==> config.mk <==
export PLATFORM = sky130hd
export DESIGN_NAME = prio_encoder_rr
export DESIGN_NICKNAME = d
export VERILOG_FILES = /design/src/rtl/prio_enc_pkg.sv /design/src/rtl/prio_pick.sv /design/src/rtl/prio_encoder_rr.sv
export SDC_FILE = /design/constraint.sdc
export NUM_CORES = 1
export LEC_CHECK = 0
export BUFFER_PORTS_ARGS = -buffer_cell sky130_fd_sc_hd__buf_4
export CAP_MARGIN = 20
export CORE_UTILIZATION = 27
export DETAILED_ROUTE_END_ITERATION = 7
export MAX_ROUTING_LAYER = met4
export SLEW_MARGIN = 20
export SYNTH_ARGS = -nofsm -noshare
export SYNTH_HDL_FRONTEND = slang
export SYNTH_SLANG_ARGS = --single-unit
==> constraint.sdc <==
create_clock -name clk -period 3.66 [get_ports clk]
set_input_delay 0.915 -clock clk [delete_from_list [all_inputs] [get_ports clk]]
set_output_delay 0.915 -clock clk [all_outputs]
set_load 0.1 [all_outputs]
==> src/rtl/prio_enc_pkg.sv <==
// Shared types and constants for the registered round-robin priority encoder.
package prio_enc_pkg;

  // Grant state: IDLE has no grant on y, HOLD presents a grant.
  typedef enum logic {
    IDLE = 1'b0,
    HOLD = 1'b1
  } state_e;

  localparam logic MODE_FIXED = 1'b0;
  localparam logic MODE_RR    = 1'b1;

endpackage

==> src/rtl/prio_pick.sv <==
// Combinational masked pick: highest set index (rr=0) or first set index
// searching downward from start with wrap-around (rr=1).
module prio_pick #(
  parameter  int N = 8,
  localparam int W = $clog2(N)
) (
  input  logic [N-1:0] req,
  input  logic [W-1:0] start,
  input  logic         rr,
  output logic [W-1:0] idx,
  output logic         found
);

  int pos;

  // Later loop iterations overwrite earlier ones, so the last hit is the winner.
  always_comb begin
    idx   = '0;
    found = 1'b0;
    pos   = 0;
    if (!rr) begin
      for (int i = 0; i < N; i++) begin
        if (req[i]) begin
          idx   = W'(i);
          found = 1'b1;
        end
      end
    end else begin
      for (int k = N - 1; k >= 0; k--) begin
        pos = (int'(start) + N - k) % N;
        if (req[pos]) begin
          idx   = W'(pos);
          found = 1'b1;
        end
      end
    end
  end

endmodule

==> src/rtl/prio_encoder_rr.sv <==
// Registered priority encoder with request latching, fixed or round-robin
// selection and a valid/ready grant handshake.
// Optional feature macro: PRIO_ENC_OVF_EN enables the sticky overflow flag;
// without it ovf is tied low.
module prio_encoder_rr
  import prio_enc_pkg::*;
#(
  parameter  int N = 8,
  localparam int W = $clog2(N)
) (
  input  logic         clk,
  input  logic         rst_n,
  input  logic         en,
  input  logic         mode,
  input  logic [N-1:0] x,
  output logic [W-1:0] y,
  output logic         valid,
  input  logic         ready,
  output logic [N-1:0] pend,
  output logic         ovf
);

  state_e       state_q, state_d;
  logic [W-1:0] y_q, y_d;
  logic [W-1:0] ptr_q, ptr_d;
  logic [N-1:0] pend_q, pend_d;
  logic [N-1:0] onehot_y, clr, pick_req;
  logic [W-1:0] pick_start, pick_idx;
  logic         pick_found, accept;

  // After grant g is accepted, g becomes the lowest round-robin priority.
  function automatic logic [W-1:0] ptr_after(input logic [W-1:0] g);
    return (g == '0) ? W'(N - 1) : g - 1'b1;
  endfunction

  assign onehot_y = {{(N-1){1'b0}}, 1'b1} << y_q;
  assign accept   = (state_q == HOLD) && ready;
  assign clr      = accept ? onehot_y : '0;
  // A new request on a bit being cleared keeps it pending.
  assign pend_d   = (pend_q & ~clr) | (x & {N{en}});

  // Next selection sees only already-latched requests, minus the grant in flight.
  assign pick_req   = (state_q == HOLD) ? (pend_q & ~onehot_y) : pend_q;
  assign pick_start = accept ? ptr_after(y_q) : ptr_q;

  prio_pick #(.N(N)) u_pick (
    .req   (pick_req),
    .start (pick_start),
    .rr    (mode == MODE_RR),
    .idx   (pick_idx),
    .found (pick_found)
  );

  // Next-state logic: load a grant from IDLE, hold it until accepted, chain grants.
  always_comb begin
    state_d = state_q;
    y_d     = y_q;
    ptr_d   = ptr_q;
    case (state_q)
      IDLE: begin
        if (pick_found) begin
          y_d     = pick_idx;
          state_d = HOLD;
        end
      end
      HOLD: begin
        if (ready) begin
          ptr_d = ptr_after(y_q);
          if (pick_found) y_d = pick_idx;
          else            state_d = IDLE;
        end
      end
      default: state_d = IDLE;
    endcase
  end

  // State, grant, pointer and pending registers with synchronous active-low reset.
  always_ff @(posedge clk) begin
    if (!rst_n) begin
      state_q <= IDLE;
      y_q     <= '0;
      ptr_q   <= W'(N - 1);
      pend_q  <= '0;
    end else begin
      state_q <= state_d;
      y_q     <= y_d;
      ptr_q   <= ptr_d;
      pend_q  <= pend_d;
    end
  end

`ifdef PRIO_ENC_OVF_EN
  logic ovf_q, ovf_d;
  assign ovf_d = ovf_q | (|(x & {N{en}} & pend_q & ~clr));

  // Sticky overflow: a request re-arrived on a bit still pending and not being served.
  always_ff @(posedge clk) begin
    if (!rst_n) ovf_q <= 1'b0;
    else        ovf_q <= ovf_d;
  end

  assign ovf = ovf_q;
`else
  assign ovf = 1'b0;
`endif

  assign y     = y_q;
  assign valid = (state_q == HOLD);
  assign pend  = pend_q;

endmodule

# Word-level counts from Yosys, hierarchy flattened
# Index checks and enable logic that the tools add are counted.
# Widths: inputs -> output; s select.
[totals]
regBits = 15
latch_bits = 0
mem_bits_rw = 0
rom_bits = 0
output_inout_bits = 13
wordCells = 116
memories = 0
[classes]
add_sub_neg = 9
multipliers = 0
n_div = 0
order_cmp = 8
eq_ne = 1
shift = 1
muxes = 67
bitwise = 15
n_reduce_logical = 11
[op_table]
columns = ["cell", "count"]
rows = [
  ["$sub 32x4->32 const B", 4],
  ["$sub 32x3->32 const B", 2],
  ["$mux 3", 17],
  ["$lt 4x5->1 const B", 8],
  ["$mux 1", 36],
  ["$sub 32x2->32 const B", 1],
  ["$and 8x8->8", 3],
  ["$bmux 1 s3", 8],
  ["$reduce_or 3->1", 8],
  ["$mux 8", 2],
  ["$not 8->8", 2],
  ["$or 8x8->8", 1],
  ["$shl 1x3->8 const A", 1],
  ["$and 1x1->1", 7],
  ["$pmux 3 s2", 1],
  ["$add 3x4->5 const B", 1],
  ["$mux 2", 2],
  ["$logic_not 3->1", 1],
  ["$sub 3x1->3 const B", 1],
  ["$ne 2x2->1 const B", 1],
  ["$pmux 1 s2", 1],
  ["$reduce_and 2->1", 1],
  ["$and 1x1->1 const A", 1],
  ["$logic_and 1x1->1", 1],
  ["$not 1->1", 1],
]

# Longest topological paths before layout
# Gate-level depths: netlist of the first run.
[depth]
ltp_word = 22
ltp_mapped = 15
depth_no_buf = 13

# Cells and area by module
# Synthesis of the first run repeated with hierarchy kept, for this count alone.
[unflattened]
cells_unflattened = 201
area_unflattened_um2 = 1791.7
[by_module_without_submodules]
columns = ["mod", "instances", "cells_per_inst", "area_each_um2"]
rows = [
  ["prio_pick", 1, 108, 952.2],
  ["prio_encoder_rr", 1, 93, 839.6],
]

# Worst setup path after synthesis of the first run
# Ideal clock, no wire load.
[synth_timing]
path_kind = "reg2reg"
start = "register y_q[0], in the netlist y[0]"
end = "register y_q[2], in the netlist y[2]"
t_arrival_ps = 4100
required_time_ps = 3564
slack_ps = -536
path_stages_with_launch = 16
n_path_buf = 3
path_cell_list = "dfxtp_1 > inv_1 > ha_1 > nand2b_1 > a31o_1 > buf_4 > buf_2 > ha_1 > clkbuf_1 > mux4_2 > or2b_1 > nor2_1 > o221ai_1 > a21oi_1 > nor3_1 > o41ai_2"
[synth_between]
elab_chain_cells = 20
elab_cells_between_ends = 73
[synth_rtl]
columns = ["item", "line_no", "rtl"]
rows = [
  ["from (decl)", "prio_encoder_rr.sv:24", "logic [W-1:0] y_q, y_d;"],
  ["from (signal assigned)", "prio_encoder_rr.sv:86", "y_q <= y_d;"],
  ["$sub 3x1->3 / $logic_not 3->1 (equally long branches)", "prio_encoder_rr.sv:33", "return (g == '0) ? W'(N - 1) : g - 1'b1;"],
  ["$mux 3", "prio_encoder_rr.sv:33", ""],
  ["$mux 3", "prio_encoder_rr.sv:44", "assign pick_start = accept ? ptr_after(y_q) : ptr_q;"],
  ["$add 3x4->5", "prio_pick.sv:30", "pos = (int'(start) + N - k) % N;"],
  ["$sub 32x4->32", "prio_pick.sv:30", ""],
  ["$bmux 1 s3", "prio_pick.sv:31", "if (req[pos]) begin"],
  ["$mux 1 (implied by the code) (2 in a row)", "prio_pick.sv:31", ""],
  ["$mux 3 / $mux 1 (equally long branches) (8 in a row)", "prio_pick.sv:31", ""],
  ["$mux 3 / $mux 1 (equally long branches)", "prio_pick.sv:21", "if (!rr) begin"],
  ["$mux 3 *", "prio_encoder_rr.sv:61, prio_encoder_rr.sv:69", ""],
  ["$mux 3", "prio_encoder_rr.sv:67", "if (ready) begin"],
  ["$pmux 3 s2 *", "prio_encoder_rr.sv:59", "case (state_q)"],
]
# Every way passes the cells marked *; elsewhere a longest branch is shown, timed or not. The select of a mux whose other input is x is not followed.
# A chain may end at the register's enable or synchronous reset.

# Worst setup path in the final report of the first run
# Same ends and word-level chain as after synthesis.

==> results.cfg, run 1 <==
[clock_tree]
postCtsResizedCells = 0
clock_latency_ns = 0.25
cts-root-buf = clkbuf_8
cts-buffers-inserted = 3
htreeDepth = 1
clockBufferDepth = 2
clkTransAtPathRegs_ns = 0.06
clkSinkCount = 15
tritoncts = done

[setup_path]
cp_common_cell = ha_1
slowest_delay_ns = 0.60
startpoint_type = flip-flop
path_max_fanout = 6
crit_required_ns = 3.82
endpoint_kind = flip-flop
path_cells = inv_1, ha_1, nand2b_1, a31o_4, ha_1, mux4_2, or2b_1, nor2_1, o221ai_1, a21oi_1, nor3_1, o41ai_2
arrival_ns = 3.47
slowest_stage = mux4_2
critical_path_class = flip-flop to flip-flop

[place]
port_buffers = 24
dp_hpwl_um = 3880
place.gp.congestion = 0.839

[floorplanning]
die-area_mm2 = 0.00711
die_x_um = 84.3
start_util_pct = 28.3
core_area_mm2 = 0.00646
die_y_um = 84.3
num_rows = 29
io_pins = 26

[sta]
finalSetupViolCount = 0
hold_viol_final = 0
rsz0062_at_grt = false
setup_tns_ns = 0
drv_slew = 0
fmax_mhz = 302
clock_skew_ns = 0.00329
min_period_over_period_pct = 90.5
min_period_ns = 3.31

[power_and_ir_drop]
p_leak_nw = 0.895
power_density_mw_per_mm2 = 530
finalPower_mw = 1.17
peakVddDrop_mv = 0.208

[routing]
viasPerCell = 5.32
vias = 1755
wl_per_cell_um = 15.3
drt_iter0_drc = 143
drt-total-wl_um = 5030
ant_nets = 0
drc = 0
dr.pass1.iters = 4

[yosys]
ys_ff_latch = 15
syn-mean-instance-area_um2 = 8.32
ys_seq_area_share_pct = 16.4
yosysWarningCount = 0
ys_types = 59
syn-instance-count = 220
synthesis.area_mm2 = 0.00183
postSynth.asyncResetShare_pct = 0
synth_flop_cell = dfxtp_1
synth_edf_count = 0
postSynthNetCount = 240

[finish]
nets = 274
area_growth_pct = 20.5
drive_above_1_share_pct = 26.9
diodes = 0
final_cell_mix = buf_4 (38), nand2_1 (29), mux2i_1 (21)
final_common_cell = buf_4

[outcome]
status = complete, no violations

[grt]
grt_pass1_wl_um = 8690
antenna_found_initial = 0
grt_pass1_vias = 1731
gr-total-overflow = 0
track_usage_pct = 15.7
grt_max_degree = 19

[run]
drv_cap = 0

[min_path]
hold_path.class = flip-flop to flip-flop
-- where the power goes --
part           internal [mW]  total (mW)  switching [mW]
Combinational          0.315       0.810           0.495
Sequential             0.188       0.219          0.0310
Clock                 0.0773       0.140          0.0624
-- cell families (layout without fill, tap and decap cells) --
kind of cell	after synthesis	after routing	share of synthesized area, %
flip-flops	15	15	16.4
buffers and inverters	22	55	6.84
AND/OR/NAND/NOR	84	84	22.8
other	1	1	0.205
multiplexers	31	31	20.7
AO/OA/AOI/OAI	57	57	24.3
XOR/XNOR	3	3	3.90
adder cells (fa/ha/maj)	7	7	4.78
-- worst paths after layout --
| path | slack, ns | depth (start not counted) | end | from |
|---|---|---|---|---|
| worst max-delay path | 0.35 | 12 | y[2] | y[0] |
| worst min-delay path | 0.57 | 2 | pend[0] | pend[0] |
| worst min register to register | 0.57 | 2 | pend[0] | pend[0] |
| worst max register to register | 0.35 | 12 | y[2] | y[0] |
-- timing repair --
| item | 4_1_cts | 5_1_grt |
|---|---|---|
| endpoints found under the setup margin | 0 | 1 |
| hold buffers | 0 | 0 |
| setup buffers | 0 | 4 |
| hold endpoints to repair | 0 | 0 |
-- worst max-delay path: cells and delay by family, from the launching register on --
kind,cells,cell delay (ns)
flops,1,0.37
mux,1,0.60
fa+ha+maj,2,0.69
buf+inv,1,0.14
compound gates,4,0.84
simple gates,4,0.58
-- sequential cells by signal (all words and copies together), names as in the netlist --
signal and flops:
valid 1, ptr_q 3, y 3, pend 8
-- layer usage --
metal  share of wire (%)  vias to the layer above  GRT usage (%)
met4                 2.4                        0           6.47
met1                  47                      823           20.4
met2                  47                       50           24.8
met3                 4.3                       11           1.97
li1                    -                      871              -
met5                   0                        -              -
-- layout make-up --
| type | instances | area (um2) |
|---|---|---|
| repair buffers | 39 | 305 |
| inverters | 12 | 47.5 |
| well taps | 77 | 96.3 |
| fillers | 682 | 4250 |
| multi-input cells | 183 | 1410 |
| flip-flops and latches | 15 | 307 |
| clock buffers | 4 | 45.0 |
-- stage by stage --
step | cell area, um2 | util, % | worst slack [ns] | hold slack, ns | std cells
floorplan | 1840 | - | 0.0111 | 0.769 | 220
global placement | 2120 | 32.8 | 0.160 | 0.548 | 322
detailed placement | 2120 | 32.8 | 0.114 | 0.556 | 322
CTS | 2160 | 33.5 | 0.205 | 0.574 | 326
global route | 2210 | 34.2 | 0.125 | 0.618 | 330
finish | 2210 | 34.2 | 0.348 | 0.567 | 330
-- synth_stat cells, types with 2 or more instances --
library cell	number	share of area (%)
nand2_1	29	5.9
nand3_1	7	1.9
nor3_1	7	1.9
buf_2	2	0.55
clkbuf_1	2	0.41
mux4_2	4	4.9
and2_1	4	1.4
nor2_1	12	2.5
o22ai_1	3	1.0
a22oi_1	8	3.3
nand4_1	2	0.68
o21ai_1	4	1.1
mux2i_1	21	11
a21boi_0	3	1.2
nor2b_1	11	3.8
buf_6	2	1.2
o21ai_0	6	1.6
mux2_2	5	3.1
dfxtp_1	15	16
o211ai_1	3	1.2
inv_1	9	1.8
a21oi_1	10	2.7
buf_4	3	1.2
o311a_1	2	1.1
inv_2	2	0.41
ha_1	7	4.8
nand2b_1	5	1.7
(Power assumes the default switching activity.)
==> run 2: changes to the inputs <==
CTS_CLUSTER_SIZE = 20   (was not set)
PLACE_DENSITY = 0.47   (was not set)
==> results.cfg, run 2 (synthesis results as in run 1) <==
[setup_path]
slowest_delay_ns = 0.61
slowest_stage = mux4_2
cp-startpoint = y[0]
arrival_ns = 3.51
crit_cells = 12
r2r_cells = 12
critical_path_class = flip-flop to flip-flop
worstSetupEndpoint = y[0]
cp_num_buf_inv = 1
crit_required_ns = 3.80
rrSetupSlack_ns = 0.29
rr_startpoint = y[0]
path_delay_family = multiplexers
endpoint_kind = flip-flop
startpoint_type = flip-flop
crit-reg2reg-capture = y[0]
path_cells = inv_1, ha_1, nand2b_1, a31o_4, ha_1, mux4_2, mux2i_4, o21ai_1, a221oi_2, o21ai_1, mux2i_1, a21oi_1
path_max_fanout = 6

[grt]
grt_max_degree = 19
track_usage_pct = 16.6
gr-total-overflow = 0
antenna_found_initial = 0
grt_pass1_wl_um = 8910
grt_pass1_vias = 1706

[routing]
ant_nets = 0
vias = 1787
dr.pass1.iters = 6
drc = 3
drt-total-wl_um = 5560
wl_per_cell_um = 17.1
drt_iter0_drc = 128
viasPerCell = 5.50

[place]
place_ws_ns = 0.0834
dp_cells = 321
placed_area_mm2 = 0.00212
port_buffers = 24
place.gp.congestion = 0.847
dp_hpwl_um = 4370

[sta]
timing.final.ws_setup_ns = 0.292
slew_headroom_pct = 53.1
setup_tns_ns = 0
worst_pin_slew_ns = 0.698
fmax_mhz = 297
whs_ns = 0.582
rsz0062_at_grt = false
min_period_over_period_pct = 92.0
clock_skew_ns = 0.00806
finalSetupViolCount = 0
drv_slew = 0
hold_viol_final = 0
min_period_ns = 3.37

[clock_tree]
cts-root-buf = clkbuf_8
clkSinkCount = 15
htreeDepth = 1
clock_latency_ns = 0.25
cts-buffers-inserted = 3
postCtsResizedCells = 0
clockBufferDepth = 2
tritoncts = done
clkTransAtPathRegs_ns = 0.07
cts_hold_buf = 0
cts_setup_buffers = 0

[finish]
diodes = 0
register_area_um2 = 307
area_growth_pct = 18.5
fill_cells = 680
final_cell_mix = buf_4 (33), nand2_1 (29), mux2i_1 (21)
drive_above_1_share_pct = 25.4
finish.utilization_pct = 33.6
fin_cells = 325
largest_reg_flops = 8
multiInputGateArea_mm2 = 0.00141
design_area_mm2 = 0.00217
final_common_cell = buf_4
nets = 269

[power_and_ir_drop]
power_density_mw_per_mm2 = 539
seqPwrFrac_pct = 19.4
internal_power_mw = 0.570
p_sw_mw = 0.599
p_leak_nw = 0.872
finalPower_mw = 1.17
clkPwrFrac_pct = 12.1
power.share.switching_pct = 51.2
comb_power_share_pct = 68.5
peakVddDrop_mv = 0.218

[floorplanning]
die_y_um = 84.3
start_util_pct = 28.3
io_pins = 26
core_area_mm2 = 0.00646
die_x_um = 84.3
die-area_mm2 = 0.00711
num_rows = 29

[outcome]
status = finished, violations left
violations = DRC

[run]
drv_cap = 0

[min_path]
hold_path.class = flip-flop to flip-flop
-- run 2: cell count changes in the layout (fill, tap and decap cells not counted), sizes merged --
cell and change:
buf -5
-- run 2: worst min path at each step --
stage / startpoint / end / slack [ns] / depth (start not counted)
floorplan: ptr_q[1] / ptr_q[1] / 0.77 / 4
global placement: pend[0] / pend[0] / 0.55 / 2
detailed placement: pend[0] / pend[0] / 0.56 / 2
CTS: pend[0] / pend[0] / 0.58 / 2
global route: pend[1] / pend[1] / 0.63 / 2
finish: pend[1] / pend[1] / 0.58 / 2
-- run 2: final cells by class --
type	count	area share (%)
clock buffers	4	2.08
inverters	12	2.19
multi-input cells	183	64.8
flip-flops and latches	15	14.1
well taps	77	4.44
repair buffers	34	12.3
-- run 2: worst min-delay path, stage by stage (launching register included) --
cell     delay, ns
dfxtp_1       0.37
a22oi_1       0.08
nor2b_1       0.09
-- run 2: power by group through the flow --
stage / Clock (mW) / Sequential (mW) / Combinational, mW
floorplan: 0 / 0.336 / 0.502
global route: 0.154 / 0.231 / 0.856
finish: 0.142 / 0.227 / 0.800
global placement: 0 / 0.232 / 0.798
detailed placement: 0 / 0.230 / 0.794
CTS: 0.147 / 0.227 / 0.795
-- run 2: per-layer routing --
metal | track usage [%] | part of all wire, % | vias up
li1 | - | - | 865
met1 | 22.2 | 46 | 860
met2 | 25.1 | 46 | 56
met4 | 5.24 | 1.2 | 0
met5 | - | 0 | -
met3 | 3.24 | 6.1 | 6
